<file path="src/rtl/rle_tx_arbiter.sv">
// rle_tx_arbiter
// Two byte producers share one asynchronous serial transmit line. Each
// producer offers a byte with an active-low data-valid strobe. The arbiter
// grants round-robin, frames the winning byte (start, 8 data bits LSB first,
// optional even parity, stop) and shifts it out on txd. Each bit lasts
// BIT_CYCLES clocks.
//
// Optional feature: define RLE_TX_PARITY_EN to insert an even-parity bit
// between data bit 7 and the stop bit. This gives an 11-bit frame.
//
// Parameters:
//   BIT_CYCLES  clocks per serial bit, 1..31
// Ports:
//   clock   in   rising-edge clock
//   reset_  in   asynchronous reset, active HIGH despite the trailing underscore
//   dav0_   in   requester 0 data valid, active low
//   byte0   in   requester 0 data, stable while dav0_ is low
//   dav1_   in   requester 1 data valid, active low
//   byte1   in   requester 1 data, stable while dav1_ is low
//   rfd0    out  ready-for-data to requester 0 (registered)
//   rfd1    out  ready-for-data to requester 1 (registered)
//   txd     out  serial line, idles marking (1), registered
//   busy    out  high whenever the arbiter is not idle
//   gnt     out  index of the requester currently or last served
module rle_tx_arbiter #(
  parameter int BIT_CYCLES = 4
) (
  input  logic       clock,
  input  logic       reset_,
  input  logic       dav0_,
  input  logic [7:0] byte0,
  input  logic       dav1_,
  input  logic [7:0] byte1,
  output logic       rfd0,
  output logic       rfd1,
  output logic       txd,
  output logic       busy,
  output logic       gnt
);

`ifdef RLE_TX_PARITY_EN
  localparam int BUF_W = 10;
  localparam logic [3:0] BITS_LOAD = 4'd10;
`else
  localparam int BUF_W = 9;
  localparam logic [3:0] BITS_LOAD = 4'd9;
`endif

  localparam logic [4:0] TIMER_LOAD = 5'(BIT_CYCLES - 1);

  typedef enum logic [1:0] {IDLE, TX, REL} state_t;

  state_t           state_q, state_d;
  logic [BUF_W-1:0] buffer_q, buffer_d;
  logic [3:0]       bits_q, bits_d;
  logic [4:0]       timer_q, timer_d;
  logic             prio_q, prio_d;
  logic             gnt_q, gnt_d;
  logic             txd_q, txd_d;
  logic             rfd_q, rfd_d;

  logic             winner;
  logic [7:0]       win_byte;
  logic             rel_dav;

  // When both requesters are valid, the preferred requester (prio) wins.
  // Otherwise the single valid requester wins.
  assign winner   = (!dav0_ && !dav1_) ? prio_q : dav0_;
  assign win_byte = winner ? byte1 : byte0;
  assign rel_dav  = gnt_q ? dav1_ : dav0_;

  // All state and the registered outputs are loaded from the next-state logic.
  always_ff @(posedge clock or posedge reset_) begin
    if (reset_) begin
      state_q  <= IDLE;
      buffer_q <= '1;
      bits_q   <= '0;
      timer_q  <= '0;
      prio_q   <= 1'b0;
      gnt_q    <= 1'b0;
      txd_q    <= 1'b1;
      rfd_q    <= 1'b1;
    end else begin
      state_q  <= state_d;
      buffer_q <= buffer_d;
      bits_q   <= bits_d;
      timer_q  <= timer_d;
      prio_q   <= prio_d;
      gnt_q    <= gnt_d;
      txd_q    <= txd_d;
      rfd_q    <= rfd_d;
    end
  end

  // Next-state logic. The buffer carries the stop bit (and parity) above the
  // data byte. Ones are shifted in from the top, so once every bit has been
  // sent the line is left marking.
  always_comb begin
    state_d  = state_q;
    buffer_d = buffer_q;
    bits_d   = bits_q;
    timer_d  = timer_q;
    prio_d   = prio_q;
    gnt_d    = gnt_q;
    txd_d    = txd_q;
    rfd_d    = rfd_q;
    unique case (state_q)
      IDLE: begin
        if (!dav0_ || !dav1_) begin
`ifdef RLE_TX_PARITY_EN
          buffer_d = {1'b1, ^win_byte, win_byte};
`else
          buffer_d = {1'b1, win_byte};
`endif
          txd_d   = 1'b0;
          bits_d  = BITS_LOAD;
          timer_d = TIMER_LOAD;
          gnt_d   = winner;
          rfd_d   = 1'b0;
          state_d = TX;
        end
      end
      TX: begin
        if (timer_q != 5'd0) begin
          timer_d = timer_q - 5'd1;
        end else if (bits_q != 4'd0) begin
          txd_d    = buffer_q[0];
          buffer_d = {1'b1, buffer_q[BUF_W-1:1]};
          bits_d   = bits_q - 4'd1;
          timer_d  = TIMER_LOAD;
        end else begin
          txd_d   = 1'b1;
          state_d = REL;
        end
      end
      REL: begin
        // Wait for the served requester to drop its request. Then the other
        // requester is preferred on the next acceptance.
        if (rel_dav) begin
          rfd_d   = 1'b1;
          prio_d  = ~gnt_q;
          state_d = IDLE;
        end
      end
      default: state_d = IDLE;
    endcase
  end

  assign rfd0 = rfd_q;
  assign rfd1 = rfd_q;
  assign txd  = txd_q;
  assign gnt  = gnt_q;
  assign busy = (state_q != IDLE);

endmodule

</file>
<file path="config.mk">
export PLATFORM = sky130hd
export DESIGN_NAME = rle_tx_arbiter
export DESIGN_NICKNAME = d
export VERILOG_FILES = /design/src/rtl/rle_tx_arbiter.sv
export SDC_FILE = /design/constraint.sdc
export NUM_CORES = 1
export LEC_CHECK = 0
export ABC_AREA = 1
export CORE_ASPECT_RATIO = 1.75
export CORE_UTILIZATION = 30
export DETAILED_ROUTE_END_ITERATION = 7
export PLACE_DENSITY = 0.5
export SYNTH_ARGS = -nofsm -noshare
export SYNTH_HDL_FRONTEND = slang
export SYNTH_SLANG_ARGS = --single-unit
</file>
<file path="constraint.sdc">
create_clock -name clock -period 4 [get_ports clock]
set_clock_uncertainty 0.2 [all_clocks]
set_input_delay 0.6 -clock clock [delete_from_list [all_inputs] [get_ports clock]]
set_output_delay 0.6 -clock clock [all_outputs]
set_load 0.02 [all_outputs]
</file>
# Word-level counts from Yosys, hierarchy flattened
# Index checks and enable logic that the tools add are counted.
# word_totals
elab_cells,62
out_inout_bits,5
register_bits,24
in_bits,20
# classes
mux,26
n_reduce_logical,17
bitwise,1
n_eq_ne,8
add_sub_neg,2
# ops
operator,count
two-way mux 9 bit,3
case mux 9 bit (2 select lines),1
two-way mux 5 bit,3
two-way mux 4 bit,3
!= test 2 bit (second input constant),5
case mux 5 bit (2 select lines),1
AND reduction 3 bit,3
two-way mux 2 bit,4
two-way mux 8 bit,1
case mux 4 bit (2 select lines),1
AND reduction 4 bit,2
two-way mux 1 bit,6
case mux 2 bit (3 select lines),1
nonzero test 2 bit,3
nonzero test 5 bit,1
subtractor 5 x 1 -> 5 bit (second input constant),1
case mux 1 bit (2 select lines),2
AND reduction 2 bit,2
nonzero test 4 bit,1
subtractor 4 x 1 -> 4 bit (second input constant),1
!= test 3 bit (second input constant),1
== test 2 x 1 -> 1 bit (second input constant),1
== test 2 bit (second input constant),1
zero test 1 bit,2
4 further kinds,4

# Longest topological paths before layout
# logic_depth
ltp_word,6
depth_mapped,9
depth_no_buf,8

# Least setup slack after synthesis
# No wires, ideal clock.
# synth_path
path_kind,register -> register
from,register timer_q[0]
to,register bits_q[2]
setup_time_ns,0.065
period_less_slack_ns,1.533
t_arrival_ns,1.269
t_required_ns,3.735
slack_ns,2.467
n_path_buf,1
path_stages_with_launch,10
path_cell_list,dfrtp_1 -> inv_1 -> ha_1 -> nand3_2 -> nand2_4 -> nand2_2 -> nor2_2 -> buf_6 -> nand2_1 -> nand2_1
# synth_via
elab_chain_cells,3
# synth_lines
element,line,source
"start, declared",56,"logic [4:0] timer_q, timer_d;"
"start signal, assigned",87,timer_q <= timer_d;
nonzero test 5 bit,124,if (timer_q != 5'd0) begin
!= test 2 bit (no line),n/a,
AND reduction 4 bit (no line),n/a,
"end signal, assigned",86,bits_q <= bits_d;
"end, declared",55,"logic [3:0] bits_q, bits_d;"
# No other way between the ends.
# A chain may end at the register's enable or synchronous reset.

# Worst setup path in the final report
# layout_path
from,register state_q[1]
to,output busy
# layout_via
elab_chain_cells,1
# layout_lines
element,line,source
"start, declared",53,"state_t state_q, state_d;"
"start signal, assigned",84,state_q <= state_d;
nonzero test 2 bit,153,assign busy = (state_q != IDLE);
"end, declared",37,"output logic busy,"
# No other way between the ends.

==> metrics.md <==
| Metric | Value |
|---|---|
| Outcome | `finished clean` |
| Clock buffer depth | `2` |
| Static Leak | `0.890 nW` |
| Clock Power Share | `10.0%` |
| Netlist cell types | `23` |
| F_max | `0.436 GHz` |
| Multi-input gate area | `667 µm²` |
| Root Buffer | `clkbuf_8` |
| Hold buffers post-CTS | `0` |
| Crit share post-route | `57.3%` |
| Residual DRC | `0` |
| Max_cap viols | `0` |
| Most common cell in the netlist | `nand2_1` |
| Fin nets | `248` |
| Max-Slew Margin vs Limit | `40.7%` |
| WL final | `3010 µm` |
| Worst setup EP type | `output port` |
| #FFs+latches synth | `23` |
| # port buffers | `24` |
| Synth Net Count | `223` |
| Avg Cell Area, Syn | `7.01 µm²` |
| Hold Fails Final Rpt | `0` |
| GRT overflow | `0` |
| 1st-iter DRT viols | `26` |
| Register area | `588 µm²` |
| Crit Reg-Reg Startpoint | `timer_q[0]` |
| Synth top area share | `23.2%` |
| Filler cell count in the final layout | `481` |
| Worst-Margin Slew | `888 ps` |
| Async set-reset flop share out of synthesis | `100%` |
| Power Dens Cells | `860 mW/mm²` |
| Clock Sinks | `23` |
| Dominant synthesized flop cell | `dfrtp_1` |
| Peak supply drop | `304 µV` |
| Via count | `1267` |
| Vias in the first global route | `1286` |
| GRT Total Usage | `15.1%` |
| Num rows | `32` |
| Total CTS buffers | `3` |
| Worst-Skew Late Latency | `270 ps` |
| Synth area leaders | `dfrtp_1 23%, nand2_1 23%, dfstp_2 19%` |
| Core footprint | `0.00444 mm²` |
| Initial Util | `31.6%` |
| Area Growth Syn to Fin | `22.4%` |
| RSZ-0062 raised after global routing | `no` |
| CP arrival | `1490 ps` |
| Synthesized cell area | `0.00140 mm²` |
| Post-synth EDFFs | `0` |
| Post-Synthesis Cells | `200` |
| Seq/Total Area, Yosys | `41.9%` |
| Chip height | `92.5 µm` |
| IO Count | `25` |
| WHS | `269 ps` |
| Crit Path Category | `reg -> out` |
| Largest net degree at the start of global routing | `24` |
| Share of cells above drive strength 1 | `11.6%` |
| Sw Share | `48.2%` |
| Setup violators final | `0` |
| Pre-Repair DR Iteration Count | `4` |
| Setup tns final | `0 ps` |
| CTS tree | `built` |
| Synth area leader | `dfrtp_1` |
| Vias per cell | `4.61` |
| Pre-CTS WS | `1650 ps` |
| CTS clk-pin slew, worst paths | `80 ps` |
| Post-CTS setup buffers | `0` |
| CP Max Fanout | `4` |
| Startpoint types | `flip-flop` |
| Min cycle time layout | `2290 ps` |
| Wire per inst | `11.0 µm` |
| Routed Antenna Nets | `0` |
| P_sw | `0.711 mW` |
| Final worst setup slack | `1710 ps` |
| Diode count | `0` |
| H-tree Lvls | `1` |
| GP Congestion | `0.803` |
| Flop pwr share | `31.2%` |
| Fin. max-slew vios | `0` |
| Warnings from Yosys | `0` |
| Required time worst endpoint | `3200 ps` |
| Die area | `0.00496 mm²` |
| Final HPWL DP | `2350 µm` |
| PostCTS Resize Cnt | `0` |
| First-pass GRT wire length | `5510 µm` |
| Worst hold path class | `reg -> reg` |
| Commonest cells in the netlist | `85 x nand2_1, 25 x inv_1, 21 x nand3_1` |
| HP Start | `buffer_q[5]` |
| Die X | `53.7 µm` |
| Initial antenna violation count | `0` |
| Internal power | `0.765 mW` |
| CP startpoint | `state_q[1]` |
| Comb pwr share | `58.8%` |
[logic make-up (layout without fill, tap and decap cells)]
group | count (synthesis) | count (layout) | synth area share (%)
DFF | 23 | 23 | 41.9
and+or+nand+nor | 130 | 130 | 40.5
xor gates and xnor gates | 3 | 3 | 1.87
adders and majority gates | 3 | 3 | 2.68
buffers and inverters | 34 | 58 | 10.5
AOI/OAI and AO/OA | 7 | 7 | 2.50
[final cells by class]
type,instances,share of cell area [%]
timing repair buffer,24,14.0
tap,51,3.72
inverter,30,6.56
sequential,23,34.3
multi-input combinational,143,38.8
clock buffer,4,2.62
[path summary, 6_finish.rpt]
| path | end | slack (ps) | depth (start not counted) |
|---|---|---|---|
| max | busy | 1710 | 3 |
| min | buffer_q[5] | 270 | 2 |
| max reg2reg | buffer_q[2] | 2140 | 8 |
| min reg2reg | buffer_q[5] | 270 | 2 |
| max in group asynchronous | gnt | 2440 | 2 |
| min in group asynchronous | bits_q[2] | 620 | 2 |
[worst max-delay path, stage by stage (launching register included)]
cell and delay (ps):
dfrtp_1 430, nor2_1 170, inv_2 80, clkdlybuf4s50_1 540
[metal layers]
layer  share of wire (%)  track usage [%]  up-vias
li1                    -                -      661
met1                  40             16.1      583
met2                  56             27.4       18
met3                 1.8             1.97        5
met4                 2.1             7.24        0
met5                   0                0        -
[per-stage QoR]
stage	cells	area (µm²)	util (%)	power, mW
final	275	1720	38.6	1.48
after global routing	275	1720	38.6	1.65
after CTS	275	1720	38.6	1.51
after detailed placement	271	1670	37.6	1.35
after global placement	271	1670	37.6	1.36
after floorplan	200	1400	-	1.18
[state kept, by name, summed over array words and instances (netlist names)]
signal    flops
rfd0          1
gnt           1
timer_q       5
txd           1
buffer_q      8
bits_q        4
prio_q        1
state_q       2
[cells in the final DEF, fill, tap and decap left out]
cell type | netlist | layout
nand3b_1 | 1 | 1
a21oi_1 | 2 | 2
o21ai_0 | 5 | 5
clkbuf_1 | 0 | 1
dfrtp_1 | 13 | 13
clkdlybuf4s50_1 | 0 | 24
xor2_1 | 1 | 1
nand2_4 | 1 | 1
nand3_1 | 21 | 21
clkbuf_8 | 0 | 3
inv_1 | 25 | 25
ha_1 | 3 | 3
nor2_2 | 2 | 2
nand2_1 | 85 | 85
nor2_1 | 10 | 10
inv_2 | 4 | 4
nand3_2 | 2 | 2
nand2_2 | 3 | 3
nand4_1 | 4 | 4
clkinv_1 | 1 | 1
xnor2_1 | 2 | 2
nor2_4 | 1 | 1
dfstp_2 | 10 | 10
[power by group through the flow]
stage               combinational, mW  clock, mW  sequential, mW
finish                          0.868      0.148           0.460
global route                     1.02      0.160           0.479
CTS                             0.892      0.155           0.461
detailed placement              0.890          0           0.464
global placement                0.890          0           0.465
floorplan                       0.711          0           0.465
(Power assumes the default switching activity.)
